### config.mk
export PLATFORM = sky130hd
export DESIGN_NAME = game_sequencer
export DESIGN_NICKNAME = d
export VERILOG_FILES = /design/src/rtl/game_sequencer.sv
export SDC_FILE = /design/constraint.sdc
export NUM_CORES = 1
export LEC_CHECK = 0
export CAP_MARGIN = 10
export CORE_MARGIN = 10
export CORE_UTILIZATION = 35
export DETAILED_ROUTE_END_ITERATION = 12
export GPL_ROUTABILITY_DRIVEN = 0
export HOLD_SLACK_MARGIN = 0.05
export SYNTH_ARGS = -nofsm -noshare
export SYNTH_HDL_FRONTEND = slang
export SYNTH_SLANG_ARGS = --single-unit
export TNS_END_PERCENT = 20
### constraint.sdc
create_clock -name clk_i -period 3.4 [get_ports clk_i]
set_input_delay 0.68 -clock clk_i [delete_from_list [all_inputs] [get_ports clk_i]]
set_output_delay 0.68 -clock clk_i [all_outputs]
set_load 0.02 [all_outputs]
### src/rtl/game_sequencer.sv
// Top-level game flow sequencer: IDLE -> COUNTDOWN -> PLAY <-> PAUSE -> OVER.
// Times the countdown and game-over hold with a ms prescaler; outputs are registered.
module game_sequencer #(
  parameter int unsigned TICKS_PER_MS     = 100000,
  parameter int unsigned STEP_MS          = 333,
  parameter int unsigned COUNT_STEPS      = 3,
  parameter int unsigned GAMEOVER_HOLD_MS = 2000,
  parameter bit          AUTO_RESTART     = 1'b0
) (
  input  logic       clk_i,
  input  logic       rst_i,
  input  logic       start_i,
  input  logic       pause_i,
  input  logic       collision_i,
  output logic [2:0] state_o,
  output logic       run_o,
  output logic       clear_o,
  output logic [1:0] countdown_o,
  output logic       game_over_o
);

  localparam int unsigned CW = (TICKS_PER_MS > 1) ? $clog2(TICKS_PER_MS) : 1;

  typedef enum logic [2:0] {
    IDLE      = 3'd0,
    COUNTDOWN = 3'd1,
    PLAY      = 3'd2,
    PAUSE     = 3'd3,
    OVER      = 3'd4
  } state_t;

  state_t      state;
  logic [CW-1:0] cyc;
  logic [15:0] ms;
  logic        start_q;
  logic        pause_q;

  logic        start_rise;
  logic        pause_rise;
  logic        ms_tick;
  logic [16:0] ms_next;
  logic        step_done;
  logic        hold_done;

  assign start_rise = start_i & ~start_q;
  assign pause_rise = pause_i & ~pause_q;
  assign ms_tick    = (cyc == CW'(TICKS_PER_MS - 1));
  assign ms_next    = {1'b0, ms} + 17'd1;
  // Compare against the incremented ms so the step fires on the wrapping edge,
  // giving exactly N*TICKS_PER_MS cycles from the entry cycle.
  assign step_done  = ms_tick && (ms_next == 17'(STEP_MS));
  assign hold_done  = ms_tick && (ms_next == 17'(GAMEOVER_HOLD_MS));

  assign state_o = state;

  always_ff @(posedge clk_i or negedge rst_i) begin
    if (!rst_i) begin
      state       <= IDLE;
      cyc         <= '0;
      ms          <= '0;
      start_q     <= 1'b1;
      pause_q     <= 1'b1;
      run_o       <= 1'b0;
      clear_o     <= 1'b0;
      countdown_o <= '0;
      game_over_o <= 1'b0;
    end else begin
      start_q <= start_i;
      pause_q <= pause_i;
      clear_o <= 1'b0;
      cyc     <= '0;
      ms      <= '0;

      case (state)
        IDLE: begin
          if (start_rise) begin
            state       <= COUNTDOWN;
            clear_o     <= 1'b1;
            countdown_o <= 2'(COUNT_STEPS);
          end
        end

        COUNTDOWN: begin
          if (step_done) begin
            if (countdown_o > 2'd1) begin
              countdown_o <= countdown_o - 2'd1;
            end else begin
              state       <= PLAY;
              countdown_o <= '0;
              run_o       <= 1'b1;
            end
          end else if (ms_tick) begin
            ms <= ms_next[15:0];
          end else begin
            cyc <= cyc + 1'b1;
            ms  <= ms;
          end
        end

        PLAY: begin
          if (collision_i) begin
            state       <= OVER;
            run_o       <= 1'b0;
            game_over_o <= 1'b1;
          end else if (pause_rise) begin
            state <= PAUSE;
            run_o <= 1'b0;
          end
        end

        PAUSE: begin
          if (start_rise) begin
            state <= IDLE;
          end else if (pause_rise) begin
            state <= PLAY;
            run_o <= 1'b1;
          end
        end

        OVER: begin
          if (hold_done) begin
            game_over_o <= 1'b0;
            if (AUTO_RESTART) begin
              state       <= COUNTDOWN;
              clear_o     <= 1'b1;
              countdown_o <= 2'(COUNT_STEPS);
            end else begin
              state <= IDLE;
            end
          end else if (ms_tick) begin
            ms <= ms_next[15:0];
          end else begin
            cyc <= cyc + 1'b1;
            ms  <= ms;
          end
        end

        default: begin
          state       <= IDLE;
          run_o       <= 1'b0;
          countdown_o <= '0;
          game_over_o <= 1'b0;
        end
      endcase
    end
  end

endmodule

==> flow_metrics.env <==
export IMPL_drt_iter0_drc=117
export IMPL_synth_edff_count=0
export IMPL_post_drt_wl_per_cell_um=13.5
export IMPL_ys_flop_type="dfrtp_1"
export IMPL_endpoint_kind="register"
export IMPL_rsz0062_at_grt="no"
export IMPL_fin_ws_ns=0.431
export IMPL_syn_to_final_growth_pct=12.7
export IMPL_synthesis_nets=289
export IMPL_root_buffer="clkbuf_8"
export IMPL_cap_violations=0
export IMPL_ys_warn_count=0
export IMPL_leakage_nw=1.09
export IMPL_cts_sinks=43
export IMPL_antenna_diode_count=0
export IMPL_synth_top_area_share_pct=40.5
export IMPL_hold_buffers=0
export IMPL_die_w_um=105
export IMPL_hold_class="register to register"
export IMPL_cts_setup_buffers=0
export IMPL_start_util_pct=36.6
export IMPL_hold_viol_final=0
export IMPL_ys_top_cells_by_area="dfrtp_1 (41%), nor2_1 (8.0%), xor2_1 (6.6%)"
export IMPL_clkPwrFrac_pct=26.8
export IMPL_worstMarginPinSlew_ns=0.959
export IMPL_avgSynthCellArea_um2=9.04
export IMPL_period_minus_slack_ns=2.97
export IMPL_status="finished, final reports clean"
export IMPL_ys_seq_area_share_pct=42.6
export IMPL_grt_pass1_vias=1839
export IMPL_num_io_pins=13
export IMPL_async_reset_ff_share_pct=100
export IMPL_ctsResizeCount=0
export IMPL_internal_power_w=0.00102
export IMPL_startpoint_type="register"
export IMPL_synthDistinctLibCells=51
export IMPL_cts_buffer_depth=2
export IMPL_port_buffers=12
export IMPL_p_seq_share_pct=40.8
export IMPL_setup_viol=0
export IMPL_stdcell_count=386
export IMPL_cts_clk_slew_worst_paths_ns=0.09
export IMPL_synth_area_leader_cell="dfrtp_1"
export IMPL_grt_usage_pct=9.78
export IMPL_dp_final_hpwl_um=3680
export IMPL_drc=0
export IMPL_dp_cells=378
export IMPL_routed_wl_um=5210
export IMPL_post_synth_top_count_cell="nor2_1"
export IMPL_gr_total_overflow=0
export IMPL_vias=1970
export IMPL_fin_worst_skew_ns=0.00415
export IMPL_period_share_pct=87.3
export IMPL_h_tree_depth=2
export IMPL_synth_common_cells="nor2_1 (54), dfrtp_1 (41), xor2_1 (19)"
export IMPL_antenna_found_initial=0
export IMPL_coreArea_mm2=0.00691
export IMPL_synth_cells=280
export IMPL_grt_pass1_wl_um=9090
export IMPL_cp_data_required_time_ns=3.65
export IMPL_crit_fanout=11
export IMPL_slew_headroom_pct=36.0
export IMPL_syn_area_mm2=0.00253
export IMPL_die_area_mm2=0.0110
export IMPL_swShare_pct=37.0
export IMPL_ys_ff_latch=43
export IMPL_die_h_um=105
export IMPL_clock_latency_ns=0.31
export IMPL_max_freq_mhz=337
export IMPL_avgViaCountPerCell=5.10
export IMPL_cts_buffers=5
export IMPL_num_nets_final=298
export IMPL_pwr_share_comb_pct=32.4
export IMPL_pre_cts_ws_ns=0.368
export IMPL_tritoncts="built"
export IMPL_grt_start_max_net_pins=44
export IMPL_postRouteAntennaNets=0
export IMPL_rows=30
export IMPL_power_switching_w=0.000598
export IMPL_cp_data_arrival_time_ns=3.22
export IMPL_layout_drive_gt1_share_pct=10.0
export IMPL_firstDrtPassIters=4
export IMPL_tns_ns=0
export IMPL_max_vdd_ir_drop_v=0.000219
export IMPL_powerDensity_mw_per_mm2=567
export IMPL_critical_path_class="register to register"
export IMPL_slew_violations=0
==> layer usage <==
layer  GRT usage, %  wire [µm]  share of wire [%]  vias up
li1               -          -                  -      992
met1           13.8       2550                 49      936
met2           14.0       2370                 45       32
met3           2.15        191                3.7       10
met4           4.12         98                1.9        0
met5              0          0                  0        -
==> area by class of cell <==
type | instances | area, µm²
Tap cell | 96 | 120
Multi-Input combinational cell | 215 | 1360
Clock inverter | 2 | 38.8
Timing Repair Buffer | 14 | 130
Inverter | 10 | 37.5
Clock buffer | 6 | 82.6
Fill cell | 708 | 4060
Sequential cell | 43 | 1080
==> cells in the final DEF (no fill, tap or decap), types with 3 or more instances in the layout <==
cell,instances
nand2_1,18
nor3_1,8
inv_1,10
nor2_1,54
xor2_1,19
nor2b_1,3
clkbuf_8,6
and3_1,3
or3_1,6
nor4_1,3
nand3_1,16
a21oi_1,7
xnor2_1,13
nand4_1,9
ha_1,4
or2_2,3
dfrtp_1,41
clkdlybuf4s50_1,11
o21ai_0,11
==> cell families (layout without fill, tap and decap cells) <==
kind of cell               count (synthesis)  in the layout  share of synthesized area (%)
adders and majority gates                  4              4                           1.98
buffers and inverters                     22             32                           3.95
AOI/OAI and AO/OA                         40             40                           12.8
xor gates and xnor gates                  32             32                           11.1
DFF                                       43             43                           42.6
and+or+nand+nor                          139            139                           27.6
==> power groups by stage <==
stage | combinational (W) | sequential, W | clock, W
6_report | 0.000524 | 0.000659 | 0.000433
2_1_floorplan | 0.000349 | 0.000669 | 0
5_1_grt | 0.000590 | 0.000675 | 0.000466
3_5_place_dp | 0.000519 | 0.000667 | 0
4_1_cts | 0.000521 | 0.000656 | 0.000446
3_3_place_gp | 0.000520 | 0.000668 | 0
==> flip-flops by register name (all words and copies together), names as in the netlist <==
name         count
cyc             17
ms              16
state_o          3
countdown_o      2
clear_o          1
game_over_o      1
pause_q          1
run_o            1
start_q          1
==> worst max-delay path, cell delays in order, from the launching register on <==
cell and delay [ns]:
dfrtp_1 0.48, ha_1 0.28, nand3_1 0.25, nor3_1 0.25, nand3_1 0.16, a2111oi_4 0.57, nand3_1 0.27, a41oi_4 0.44
a41o_1 0.21
==> stage by stage <==
stage,power [W],hold slack [ns],cell area (µm²),utilization (%)
after floorplan,0.00102,0.384,2530,-
after global placement,0.00119,0.471,2720,39.4
after detailed placement,0.00119,0.472,2720,39.4
after CTS,0.00162,0.484,2840,41.1
after global routing,0.00173,0.526,2850,41.3
final,0.00162,0.482,2850,41.3
==> final timing paths <==
path	start	to	slack, ns	cells after the start
max	ms[0]	state_o[0]	0.43	8
min	cyc[0]	cyc[0]	0.48	1
max reg2reg	ms[0]	state_o[0]	0.43	8
min reg2reg	cyc[0]	cyc[0]	0.48	1
max in group asynchronous	rst_i	ms[10]	2.29	1
min in group asynchronous	rst_i	ms[0]	0.53	1
Note: power is estimated with default switching activity, not from simulation.
